$ cat config.mk
export PLATFORM = sky130hd
export DESIGN_NAME = inv_add_round_key
export DESIGN_NICKNAME = d
export VERILOG_FILES = /design/src/rtl/inv_add_round_key.sv
export SDC_FILE = /design/constraint.sdc
export NUM_CORES = 2
export LEC_CHECK = 0
export ABC_AREA = 1
export ABC_CLOCK_PERIOD_IN_PS = 8100
export CAP_MARGIN = 5
export CORE_UTILIZATION = 61
export CTS_BUF_LIST = sky130_fd_sc_hd__clkbuf_4 sky130_fd_sc_hd__clkbuf_8
export DETAILED_ROUTE_END_ITERATION = 10
export GPL_TIMING_DRIVEN = 0
export PLACE_DENSITY = 0.81
export REMOVE_ABC_BUFFERS = 1
export SYNTH_ARGS = -nofsm -noshare
export SYNTH_HDL_FRONTEND = slang
export SYNTH_SLANG_ARGS = --single-unit
$ cat constraint.sdc
create_clock -name clk -period 8.1 [get_ports clk]
set_clock_uncertainty 0.1 [all_clocks]
set_input_delay 1.215 -clock clk [delete_from_list [all_inputs] [get_ports clk]]
set_output_delay 1.215 -clock clk [all_outputs]
set_load 0.02 [all_outputs]
$ cat src/rtl/inv_add_round_key.sv
// Final AddRoundKey stage of an AES-128 decryption pipeline: holds the expanded
// key schedule and XORs the selected round key into a one-deep output register.
module inv_add_round_key (
    input  logic         clk,
    input  logic         n_rst,
    input  logic         key_clear,
    input  logic         key_wr_en,
    input  logic [31:0]  key_wr_data,
    output logic         keys_ready,
    input  logic         in_valid,
    output logic         in_ready,
    input  logic [127:0] in_state,
    input  logic [3:0]   in_round,
    output logic         out_valid,
    input  logic         out_ready,
    output logic [127:0] out_state,
    output logic [3:0]   out_round,
    output logic         out_skip_mix,
    output logic         out_err
);

    localparam logic [5:0] NUM_WORDS = 6'd44;
    localparam logic [3:0] LAST_ROUND = 4'd10;

    logic [31:0]  key_word [44];
    logic [5:0]   wcnt;
    logic [5:0]   wcnt_next;
    logic         key_we;
    logic         round_ok;
    logic [5:0]   base;
    logic [127:0] round_key;
    logic [127:0] next_state;
    logic         transfer;

    // A clear in the same cycle as a write discards the word.
    assign key_we = key_wr_en && !key_clear && (wcnt != NUM_WORDS);

    always_comb begin
        wcnt_next = wcnt;
        if (key_clear)
            wcnt_next = '0;
        else if (key_we)
            wcnt_next = wcnt + 6'd1;
    end

    // NOTE: the key store has no reset; validity is tracked solely by wcnt, so
    // the words can map onto plain registers or RAM without a reset network.
    always_ff @(posedge clk) begin
        if (key_we)
            key_word[wcnt] <= key_wr_data;
    end

    always_ff @(posedge clk or negedge n_rst) begin
        if (!n_rst) begin
            wcnt       <= '0;
            keys_ready <= 1'b0;
        end else begin
            wcnt       <= wcnt_next;
            keys_ready <= (wcnt_next == NUM_WORDS);
        end
    end

    // Out-of-range rounds point at word 0 so the lookup never leaves the array.
    assign round_ok  = (in_round <= LAST_ROUND);
    assign base      = round_ok ? {in_round, 2'b00} : 6'd0;
    assign round_key = {key_word[base], key_word[base + 6'd1],
                        key_word[base + 6'd2], key_word[base + 6'd3]};
    assign next_state = round_ok ? (in_state ^ round_key) : in_state;

    assign in_ready = keys_ready && (!out_valid || out_ready);
    assign transfer = in_valid && in_ready;

    always_ff @(posedge clk or negedge n_rst) begin
        if (!n_rst) begin
            out_valid    <= 1'b0;
            out_state    <= '0;
            out_round    <= '0;
            out_skip_mix <= 1'b0;
            out_err      <= 1'b0;
        end else if (transfer) begin
            out_valid    <= 1'b1;
            out_state    <= next_state;
            out_round    <= in_round;
            out_skip_mix <= (in_round == 4'd0) || (in_round >= LAST_ROUND);
            out_err      <= !round_ok;
        end else if (out_ready) begin
            out_valid    <= 1'b0;
        end
    end

endmodule

==> impl_metrics.py <==
metrics = {
    "status": {
        "status": "completed",
    },
    "setup_path": {
        "crit_path_end_kind": "flip-flop",
        "worstPathArrival_ns": 5.17,
        "path_class": "in2reg",
        "startpoint_type": "input pin",
        "critPathMaxFanout": 115,
        "required_ns": 8.80,
    },
    "sta": {
        "timing.hold.ws_ns": 0.161,
        "setup_tns_ns": 0,
        "slew_violations": 0,
        "period_share_pct": 55.1,
        "period_minus_slack_ns": 4.46,
        "hold_violations": 0,
        "slew_headroom_pct": 29.9,
        "rsz0062_at_grt": "false",
        "tightest_slew_ns": 1.05,
        "setup_viol": 0,
        "fmax_mhz": 224,
    },
    "placed_design": {
        "io_buffers": 306,
        "gp_congestion": 0.807,
        "place_area_um2": 70700,
        "dp.cells": 7089,
        "post-dp-hpwl_um": 102000,
    },
    "yosys": {
        "yosys-top-cells-count": "1,805 x nand3_1, 1,408 x edfxtp_1, 1,179 x nand2_1, 277 x inv_1, 257 x a21oi_1",
        "synth_area_per_cell_um2": 11.4,
        "synth_edf_count": 1408,
        "async_reset_ff_share_pct": 9.16,
        "synth_top_cell_area_share_pct": 65.3,
        "ys_types": 23,
        "synth_cells": 5671,
        "ys_ff_latch": 1550,
        "yosys_warnings": 0,
        "yosysMostFrequentCell": "nand3_1",
        "synth_top_area_cell": "edfxtp_1",
        "synth_area_leaders": "edfxtp_1 65%, nand3_1 14%, nand2_1 6.8%, dfrtp_1 5.5%, a21oi_1 2.0%",
        "yosysSeqAreaShare_pct": 70.8,
        "syn_area_um2": 64800,
        "synth_ff_type": "edfxtp_1",
    },
    "grt": {
        "grt_overflow": 0,
        "grt_pass1_wl_um": 269000,
        "grt_pass1_vias": 46100,
        "grt_max_degree": 140,
        "grt.total_usage_pct": 33.3,
        "antenna_found_initial": 13,
    },
    "routing": {
        "vias": 47400,
        "drt-total-wl_um": 180000,
        "drt-initial-drc-count": 6561,
        "drt-pass1-iter-count": 8,
        "drc": 0,
        "wl_per_cell_um": 24.0,
        "vias_per_cell": 6.30,
        "ant_nets": 0,
    },
    "clocking": {
        "clockRootBuffer": "clkbuf_8",
        "clock_sink_count": 1550,
        "clock_path_buffers": 3,
        "cts-htree-levels": 4,
        "cts_setup_buffers": 0,
        "clk_latency_ns": 0.94,
        "cts_tree": "yes",
        "cts_hold_buffers": 0,
        "cts_resized": 0,
        "numCtsBuffers": 229,
        "clk_pin_slew_worst_paths_ns": 0.06,
    },
    "finish": {
        "final_net_count": 6101,
        "syn_to_final_growth_pct": 16.1,
        "num-fill-cells": 6659,
        "layout.cells.non_filler": 7523,
        "drive_gt1_share_pct": 9.24,
        "postLayoutCoreUtil_pct": 71.4,
        "design_area_um2": 75200,
    },
    "floorplan": {
        "start_util_pct": 61.5,
        "die-area_um2": 107000,
        "dieWidth_um": 328,
        "pin_count": 307,
        "core_um2": 105000,
        "die_h_um": 328,
        "fp-row-count": 119,
    },
    "flow_run": {
        "drv_cap": 0,
    },
    "pwr": {
        "power_leakage_nw": 28.4,
        "powerDensity_nw_per_um2": 217,
        "vdd_ir_drop_max_mv": 0.149,
    },
    "min_path": {
        "hold_path_class": "in2async",
    },
}
## path summary, 6_finish.rpt
kind                          startpoint              end  slack, ns  cells past startpoint
max                          in_round[1]   out_state[121]       3.64                     15
min                                n_rst   out_state[114]       0.16                      1
max reg2reg                      wcnt[1]  key_word[35][7]       4.51                      8
min reg2reg                out_state[28]    out_state[28]       0.38                      2
max in group asynchronous          n_rst    out_state[87]       6.87                      2
min in group clk           out_state[28]    out_state[28]       0.38                      2
## cells by family (layout without fill, tap and decap cells)
| kind of cell | after synthesis | after routing | synth area share [%] |
|---|---|---|---|
| simple gates | 3175 | 3175 | 22.7 |
| other cells | 0 | 4 | 0 |
| flops | 1550 | 1550 | 70.8 |
| fa+ha+maj | 2 | 2 | 0.0386 |
| xor+xnor | 2 | 2 | 0.0271 |
| compound gates | 268 | 268 | 2.09 |
| buf+inv | 674 | 1131 | 4.41 |
## registers in the layout, summed over array words and instances, names as in the netlist
register      count
key_word       1408
keys_ready        1
out_err           1
out_state       128
out_valid         1
wcnt              6
out_round         4
out_skip_mix      1
## area by class of cell
class / instances / area (µm²) / share of cell area (%)
clock inverters: 112 / 616 / 0.819
flip-flops and latches: 1550 / 45800 / 61.0
clock buffers: 318 / 3890 / 5.18
repair buffers: 424 / 5580 / 7.42
multi-input cells: 3447 / 16500 / 21.9
well taps: 1391 / 1740 / 2.31
inverters: 277 / 1060 / 1.41
diodes: 4 / 10.0 / 0.0133
## worst max-delay path: stages
cell and delay [ns]:
buf_4 0.57, buf_16 0.31, nand2_1 0.08, nand2_1 0.15, nand2_1 0.28, nand2_8 0.60
buf_16 0.36, buf_16 0.43, nand3_1 0.21, nand3_1 0.16, nand3_1 0.20, nand2_1 0.12
nand2_1 0.05, nand3_1 0.06, nand2_1 0.06
## cell usage in the layout, fill, tap and decap left out, drive strengths merged
cell           instances
nand3b               128
edfxtp              1408
xor2                   2
nand4                  2
clkinv               100
nand2               1181
diode                  4
buf                  153
clkdlybuf4s50        271
and2                   1
ha                     2
a211oi                 1
nand3               1805
clkbuf               318
bufinv                 3
nor2                  54
inv                  282
o21ai                  9
a21oi                258
clkinvlp               4
dfrtp                142
nor3                   4
## metrics by stage
stage	setup WS [ns]	total power, W
floorplan	-24.85	0.00970
finish	3.64	0.0163
CTS	3.62	0.0163
global route	3.35	0.0167
detailed placement	2.67	0.0102
global placement	-64.82	0.0103
## layer usage
metal	wire, µm	vias up	global-route usage, %
met2	87400	3179	54.0
met3	20800	599	6.90
met4	8580	18	17.5
met1	63300	22800	42.7
met5	109	-	0
li1	-	20800	-
## power breakdown
| part | leakage, nW | switching, W | total (W) | internal (W) |
|---|---|---|---|---|
| logic | 11.3 | 0.000933 | 0.00133 | 0.000401 |
| registers | 14.6 | 0.00000665 | 0.00876 | 0.00875 |
| clock network | 2.39 | 0.00299 | 0.00620 | 0.00321 |
Power figures use the tool's default switching activity.
